File: src/rtl/req_arbiter.sv
// Purpose : 4-way request arbiter (fixed priority or round-robin) with a registered one-hot grant and a hold limit.
// Latency : req sampled at edge k -> gnt visible after edge k; each release/timeout inserts exactly 1 dead cycle.
// Backpressure: en=0 blocks new grants only; the current owner keeps the grant until it drops req or hits MAX_HOLD.
//
// Ports:
//   clk       - rising-edge clock
//   rst_n     - asynchronous active-low reset
//   en        - allow new grants
//   rr_mode   - 0 = fixed priority (req[3] highest), 1 = round-robin; used only when arbitrating
//   req[3:0]  - request vector; the owner holds its bit high to keep the grant
//   gnt[3:0]  - registered one-hot grant, 0 when there is no owner
//   gnt_id    - binary owner index (mux select), 0 when there is no owner
//   gnt_valid - |gnt
//   timeout   - one-cycle pulse during the dead cycle that follows a forced release
module req_arbiter #(
  parameter int unsigned MAX_HOLD = 16,  // legal 2..255
  parameter int unsigned CW       = 8    // 2**CW must exceed MAX_HOLD
) (
  input  logic       clk,
  input  logic       rst_n,
  input  logic       en,
  input  logic       rr_mode,
  input  logic [3:0] req,
  output logic [3:0] gnt,
  output logic [1:0] gnt_id,
  output logic       gnt_valid,
  output logic       timeout
);

  typedef enum logic [1:0] {
    IDLE = 2'd0,
    BUSY = 2'd1,
    REL  = 2'd2
  } state_t;

  localparam logic [CW-1:0] HOLD_LAST = CW'(MAX_HOLD - 1);

  state_t        state, state_nxt;
  logic [CW-1:0] hold_cnt, hold_cnt_nxt;
  logic [1:0]    rr_ptr, rr_ptr_nxt;
  logic [3:0]    excl, excl_nxt;
  logic [3:0]    gnt_nxt;
  logic [1:0]    gnt_id_nxt;
  logic          timeout_nxt;

  logic [3:0]    cand;
  logic          win_found;
  logic [1:0]    win_id;
  logic [1:0]    rr_idx;

  // Winner selection. Both loops let the last matching iteration win:
  // round-robin walks offsets downwards so the smallest offset from rr_ptr
  // wins; fixed priority walks upwards so the highest index wins.
  always_comb begin
    cand      = req & ~excl;
    win_found = |cand;
    win_id    = 2'd0;
    rr_idx    = 2'd0;
    if (rr_mode) begin
      for (int i = 3; i >= 0; i--) begin
        rr_idx = rr_ptr + 2'(i);
        if (cand[rr_idx]) win_id = rr_idx;
      end
    end else begin
      for (int i = 0; i < 4; i++) begin
        if (cand[i]) win_id = 2'(i);
      end
    end
  end

  always_comb begin
    state_nxt    = state;
    gnt_nxt      = gnt;
    gnt_id_nxt   = gnt_id;
    hold_cnt_nxt = hold_cnt;
    rr_ptr_nxt   = rr_ptr;
    excl_nxt     = excl;
    timeout_nxt  = 1'b0;

    case (state)
      IDLE, REL: begin
        // The exclusion mask only ever covers one arbitration.
        excl_nxt = '0;
        if (en && win_found) begin
          state_nxt    = BUSY;
          gnt_nxt      = 4'b0001 << win_id;
          gnt_id_nxt   = win_id;
          hold_cnt_nxt = '0;
        end else begin
          state_nxt  = IDLE;
          gnt_nxt    = '0;
          gnt_id_nxt = '0;
        end
      end

      BUSY: begin
        if (!req[gnt_id] || hold_cnt == HOLD_LAST) begin
          state_nxt    = REL;
          gnt_nxt      = '0;
          gnt_id_nxt   = '0;
          hold_cnt_nxt = '0;
          rr_ptr_nxt   = gnt_id + 2'd1;
          // A voluntary release on the same edge wins over the timeout.
          if (req[gnt_id]) begin
            timeout_nxt = 1'b1;
            excl_nxt    = gnt;
          end
        end else begin
          // Only reached below HOLD_LAST, so the counter never wraps.
          hold_cnt_nxt = hold_cnt + CW'(1);
        end
      end

      default: begin
        state_nxt  = IDLE;
        gnt_nxt    = '0;
        gnt_id_nxt = '0;
        excl_nxt   = '0;
      end
    endcase
  end

  always_ff @(posedge clk or negedge rst_n) begin
    if (!rst_n) begin
      state    <= IDLE;
      gnt      <= '0;
      gnt_id   <= '0;
      hold_cnt <= '0;
      rr_ptr   <= '0;
      excl     <= '0;
      timeout  <= 1'b0;
    end else begin
      state    <= state_nxt;
      gnt      <= gnt_nxt;
      gnt_id   <= gnt_id_nxt;
      hold_cnt <= hold_cnt_nxt;
      rr_ptr   <= rr_ptr_nxt;
      excl     <= excl_nxt;
      timeout  <= timeout_nxt;
    end
  end

  assign gnt_valid = |gnt;

endmodule

File: config.mk
export PLATFORM = sky130hd
export DESIGN_NAME = req_arbiter
export DESIGN_NICKNAME = d
export VERILOG_FILES = /design/src/rtl/req_arbiter.sv
export SDC_FILE = /design/constraint.sdc
export NUM_CORES = 1
export LEC_CHECK = 0
export CAP_MARGIN = 30
export CORE_MARGIN = 2
export CORE_UTILIZATION = 48
export CTS_CLUSTER_SIZE = 12
export DETAILED_ROUTE_END_ITERATION = 12
export GPL_ROUTABILITY_DRIVEN = 0
export GPL_TIMING_DRIVEN = 0
export PLACE_DENSITY = 0.74
export SETUP_SLACK_MARGIN = 0.15
export SLEW_MARGIN = 10
export SYNTH_ARGS = -nofsm -noshare
export SYNTH_HDL_FRONTEND = slang
export SYNTH_SLANG_ARGS = --single-unit
File: constraint.sdc
create_clock -name clk -period 1.6 [get_ports clk]
set_input_delay 0.32 -clock clk [delete_from_list [all_inputs] [get_ports clk]]
set_output_delay 0.32 -clock clk [all_outputs]
set_load 0.005 [all_outputs]
**After elaboration in Yosys (flattened, before gate mapping)**

Cells that the tools add are included.

- Add/subtract/negate cells: 5
- Order comparisons: 5
- Eq/ne operators: 6
- Shift-type cells: 1
- Mux-type cells: 36
- Bitwise gates (word level): 2
- Reduce and logical (&&, ||, !) cells: 11

Operators by type and width:

| cell | count |
|---|---|
| $mux W2 | 10 |
| $mux W4 | 5 |
| $mux W8 | 2 |
| $pmux W8 S2 | 1 |
| $lt A2 B3 Y1 const B | 5 |
| $bmux W1 S2 | 5 |
| $mux W1 | 10 |
| $add A8 B1 Y8 const B | 1 |
| $eq A8 B4 Y1 const B | 1 |
| $pmux W2 S2 | 2 |
| $pmux W4 S2 | 1 |
| $reduce_or A4 Y1 | 2 |
| $ne A2 B2 Y1 const B | 3 |
| $reduce_and A2 Y1 | 3 |
| $add A2 B1 Y2 const B | 2 |
| $add A2 B2 Y2 const B | 2 |
| $and A4 B4 Y4 | 1 |
| $not A4 Y4 | 1 |
| $shl A1 B2 Y4 const A | 1 |
| $eq A2 B1 Y1 const B | 1 |
| $eq A2 B2 Y1 const B | 1 |
| $logic_not A2 Y1 | 1 |
| $reduce_bool A2 Y1 | 1 |
| $reduce_or A2 Y1 | 1 |
| other kinds (3) | 3 |

- Flip-flop bits (word level): 23
- Output and inout port bits: 8

**Depth between registers and ports, before layout**

- Depth in word-level cells: 12
- Mapped depth: 7
- Mapped depth without buffers: 6

**Worst setup path after synthesis**

No wires, ideal clock.

- Path type: register to register
- Start point: register hold_cnt[5]
- End point: register gnt[0]
- Library setup time: 121 ps
- Arrival: 1,527 ps
- Required time: 1,479 ps
- Setup slack: -48 ps
- Stages on the path, launching flop included: 6
- Path buffers: 1
- Period minus slack after synthesis: 1,648 ps
- Path through: dfrtp_1 > or4_4 > o21ai_2 > nor2_2 > buf_6 > a22o_1

- Longest elaborated chain between the ends: 3

RTL lines:

| element | line | text |
|---|---|---|
| start, declared | 39 | `logic [CW-1:0] hold_cnt, hold_cnt_nxt;` |
| start signal, assigned | 136 | `hold_cnt <= hold_cnt_nxt;` |
| $eq A8 B4 Y1 | 97 | `if (!req[gnt_id] \|\| hold_cnt == HOLD_LAST) begin` |
| $logic_or A1 B1 Y1 | 97 |  |
| $ne A2 B2 Y1 (no source line) | -- |  |
| end signal, assigned | 134 | `gnt <= gnt_nxt;` |
| end, declared | 24 | `output logic [3:0] gnt,` |

No other way between the ends.
A chain may end at the register's enable or synchronous reset.

**Worst setup path in the final report**

- Start point: register gnt[0]
- End point: output gnt_valid

- Longest elaborated chain between the ends: 1

RTL lines:

| element | line | text |
|---|---|---|
| $reduce_or A4 Y1 | 143 | `assign gnt_valid = \|gnt;` |
| end, declared | 26 | `output logic gnt_valid,` |

No other way between the ends.

==> results_dict.tcl <==
set metrics [dict create \
    status "complete, but fails checks" \
    violations "negative setup slack" \
    drtIter0Drc 38 \
    synthTopCellsByCount "dfrtp_1, nand2_1, o21ai_0" \
    synth.avg_cell_area_um2 9.54 \
    wl_met1_um 1430 \
    synthTopCellsByArea "dfrtp_1, o21ai_0, nand2_1" \
    worstMarginPinSlew_ns 0.491 \
    max-cap-violations 0 \
    maxSlewViolCount 0 \
    syn2layout_area_growth_pct 42.8 \
    required_ns 1.28 \
    finalSetupViolations 16 \
    pwr-share-seq_pct 36.4 \
    layout.nets 178 \
    grt_pass1_vias 1066 \
    setup_ws_ns -0.111 \
    slew-limit-headroom_pct 67.2 \
    root_buffer "clkbuf_4" \
    period_minus_slack_ns 1.71 \
    top_layer "met4" \
    synth_edf_count 0 \
    grt_max_degree 16 \
    vias 1162 \
    fin_util_pct 74.2 \
    dr.pass1.iters 4 \
    ctsHtreeMaxLevel 1 \
    worst_r2r_path_depth 5 \
    dr_wl_met3_um 129 \
    pin_count 16 \
    port_buffers 15 \
    rsz0062_at_grt "true" \
    post-route-drc-count 0 \
    clock_latency_ns 0.33 \
    clock_sinks 23 \
    crit_path_end_kind "output port" \
    swShare_pct 40.4 \
    min_path_type "input pin to asynchronous set/reset pin" \
    cp_data_arrival_time_ns 1.39 \
    final.period_utilization_pct 107 \
    worst_clock_skew_ns 0.00757 \
    synth_seq_area_share_pct 48.7 \
    viasPerCell 5.93 \
    wl_per_cell_um 17.0 \
    yosysUniqueCellTypes 33 \
    p_switching_w 0.000882 \
    dp_cells 168 \
    fillCellCount 165 \
    totalWireLength_um 3330 \
    ys_ff_latch 23 \
    p_comb_share_pct 50.8 \
    initial_core_util_pct 52.0 \
    place_ws_ns -0.484 \
    numCtsBuffers 3 \
    cts_tree "yes" \
    critical_path_class "register to output port" \
    power_leakage_nw 0.830 \
    power.density_mw_per_mm2 1290 \
    r2r_slack_ns -0.10 \
    synthFlopType "dfrtp_1" \
    clk_pin_slew_ns 0.13 \
    ys_warn_count 0 \
    intPower_w 0.00130 \
    antenna_found_initial 0 \
    worstPathMaxFanout 2 \
    yosysTopAreaCell "dfrtp_1" \
    drive_above_1_share_pct 35.1 \
    finalNonFillerCells 196 \
    core_mm2 0.00228 \
    fmax_ghz 0.584 \
    grt_pass1_wl_um 5000 \
    antenna_left 0 \
    die_w_um 53.6 \
    overflow 0 \
    syn_area_mm2 0.00118 \
    worst_setup_path_start_kind "register" \
    async_reset_ff_share_pct 100 \
    dieArea_mm2 0.00288 \
    yosysMostFrequentCell "dfrtp_1" \
    synth.top_cell.area_share_pct 48.7 \
    num_rows 17 \
    fin_hold_ws_ns 0.307 \
    ctsLongestPathBuffers 2 \
    die-height_um 53.6 \
    grt_usage_pct 24.9 \
    rr_endpoint "gnt[0]$_DFFE_PN0P_" \
    clkPwrFrac_pct 12.7 \
    timing.rr.start "gnt_id[1]$_DFFE_PN0P_" \
    dr_wl_met2_um 1720 \
    hpwl_um 1920 \
    hold_viol 0 \
    setup_tns_ns -0.675 \
    syn-instance-count 124 \
    num_antenna_cells 0 \
    syn-num-nets 133 \
    ir_drop_mv 0.943 \
]
[registers in the layout (all words and copies together) (netlist names)]
register,cells
rr_ptr,2
gnt_id,2
state,2
timeout,1
excl,4
gnt,4
hold_cnt,8
[cell type report]
cell class	instances	area (um^2)	area share, %
plain buffers	3	21.3	1.26
clock buffers	3	22.5	1.33
clock inverters	1	5.00	0.297
inverters	2	7.51	0.445
multi-input cells	96	688	40.8
flip-flops and latches	23	577	34.2
well taps	28	35.0	2.08
repair buffers	40	332	19.6
[power by group through the flow]
stage | combinational, W | clock (W) | sequential (W)
6_report | 0.00111 | 0.000278 | 0.000795
4_1_cts | 0.000928 | 0.000281 | 0.000784
3_3_place_gp | 0.000719 | 0 | 0.000809
3_5_place_dp | 0.000746 | 0 | 0.000816
2_1_floorplan | 0.000470 | 0 | 0.000793
5_1_grt | 0.00120 | 0.000300 | 0.000811
[repair_timing]
action                                  CTS  global route
pin swaps                                14             9
hold buffers                              0             0
buffers inserted                         13            10
endpoints found under the setup margin   30            27
gates resized for setup                  39            19
gates cloned                              1             0
[per-layer routing]
| metal | GRT usage, % | up-vias |
|---|---|---|
| met5 | 0 | - |
| met4 | 11.1 | 0 |
| met3 | 4.17 | 5 |
| met2 | 40.3 | 34 |
| met1 | 32.7 | 587 |
| li1 | - | 536 |
[cells in the final DEF (no fill, tap or decap), types with 3 or more instances in the layout]
master           count
buf_4               22
nand2b_1             5
dfrtp_1             22
a31oi_1              3
buf_2                3
nor2b_1              3
dlygate4sd2_1        5
a21oi_1              4
buf_6                3
clkdlybuf4s50_1      6
clkbuf_4             3
mux2i_1              4
nand2_2              7
nand2_1              9
nand3_1              3
o21ai_1             16
nor2_1              10
a22o_1               3
and3_1               3
[cells by family (layout without fill, tap and decap cells)]
family,count (synthesis),count (layout),synth area share (%)
and+or+nand+nor,53,53,22.5
adders and majority gates,1,1,1.06
xor gates and xnor gates,1,1,0.741
AOI/OAI and AO/OA,36,36,19.4
buffers and inverters,5,49,2.33
DFF,23,23,48.7
muxes,5,5,5.29
[per-stage QoR]
step | cell area [um^2] | total power, W
2_1_floorplan | 1180 | 0.00126
3_3_place_gp | 1370 | 0.00153
3_5_place_dp | 1390 | 0.00156
4_1_cts | 1580 | 0.00199
5_1_grt | 1690 | 0.00231
6_report | 1690 | 0.00218
[critical path, cell delays in order, from the launching register on]
cell,delay [ns]
dfrtp_1,0.40
or4_1,0.52
buf_2,0.15
[how the worst max path moves through the flow]
| stage | start | end | slack (ns) | depth (start not counted) |
|---|---|---|---|---|
| after floorplan | hold_cnt[4]$_DFFE_PN0P_ | gnt[0]$_DFFE_PN0P_ | -0.03 | 5 |
| after global placement | req[2] | hold_cnt[7]$_DFFE_PN0P_ | -0.43 | 7 |
| after detailed placement | req[2] | hold_cnt[3]$_DFFE_PN0P_ | -0.48 | 7 |
| after CTS | gnt[0]$_DFFE_PN0P_ | gnt_valid | -0.08 | 2 |
| after global routing | gnt_id[1]$_DFFE_PN0P_ | hold_cnt[1]$_DFFE_PN0P_ | -0.14 | 5 |
| final | gnt[0]$_DFFE_PN0P_ | gnt_valid | -0.11 | 2 |
(Power assumes the default switching activity.)
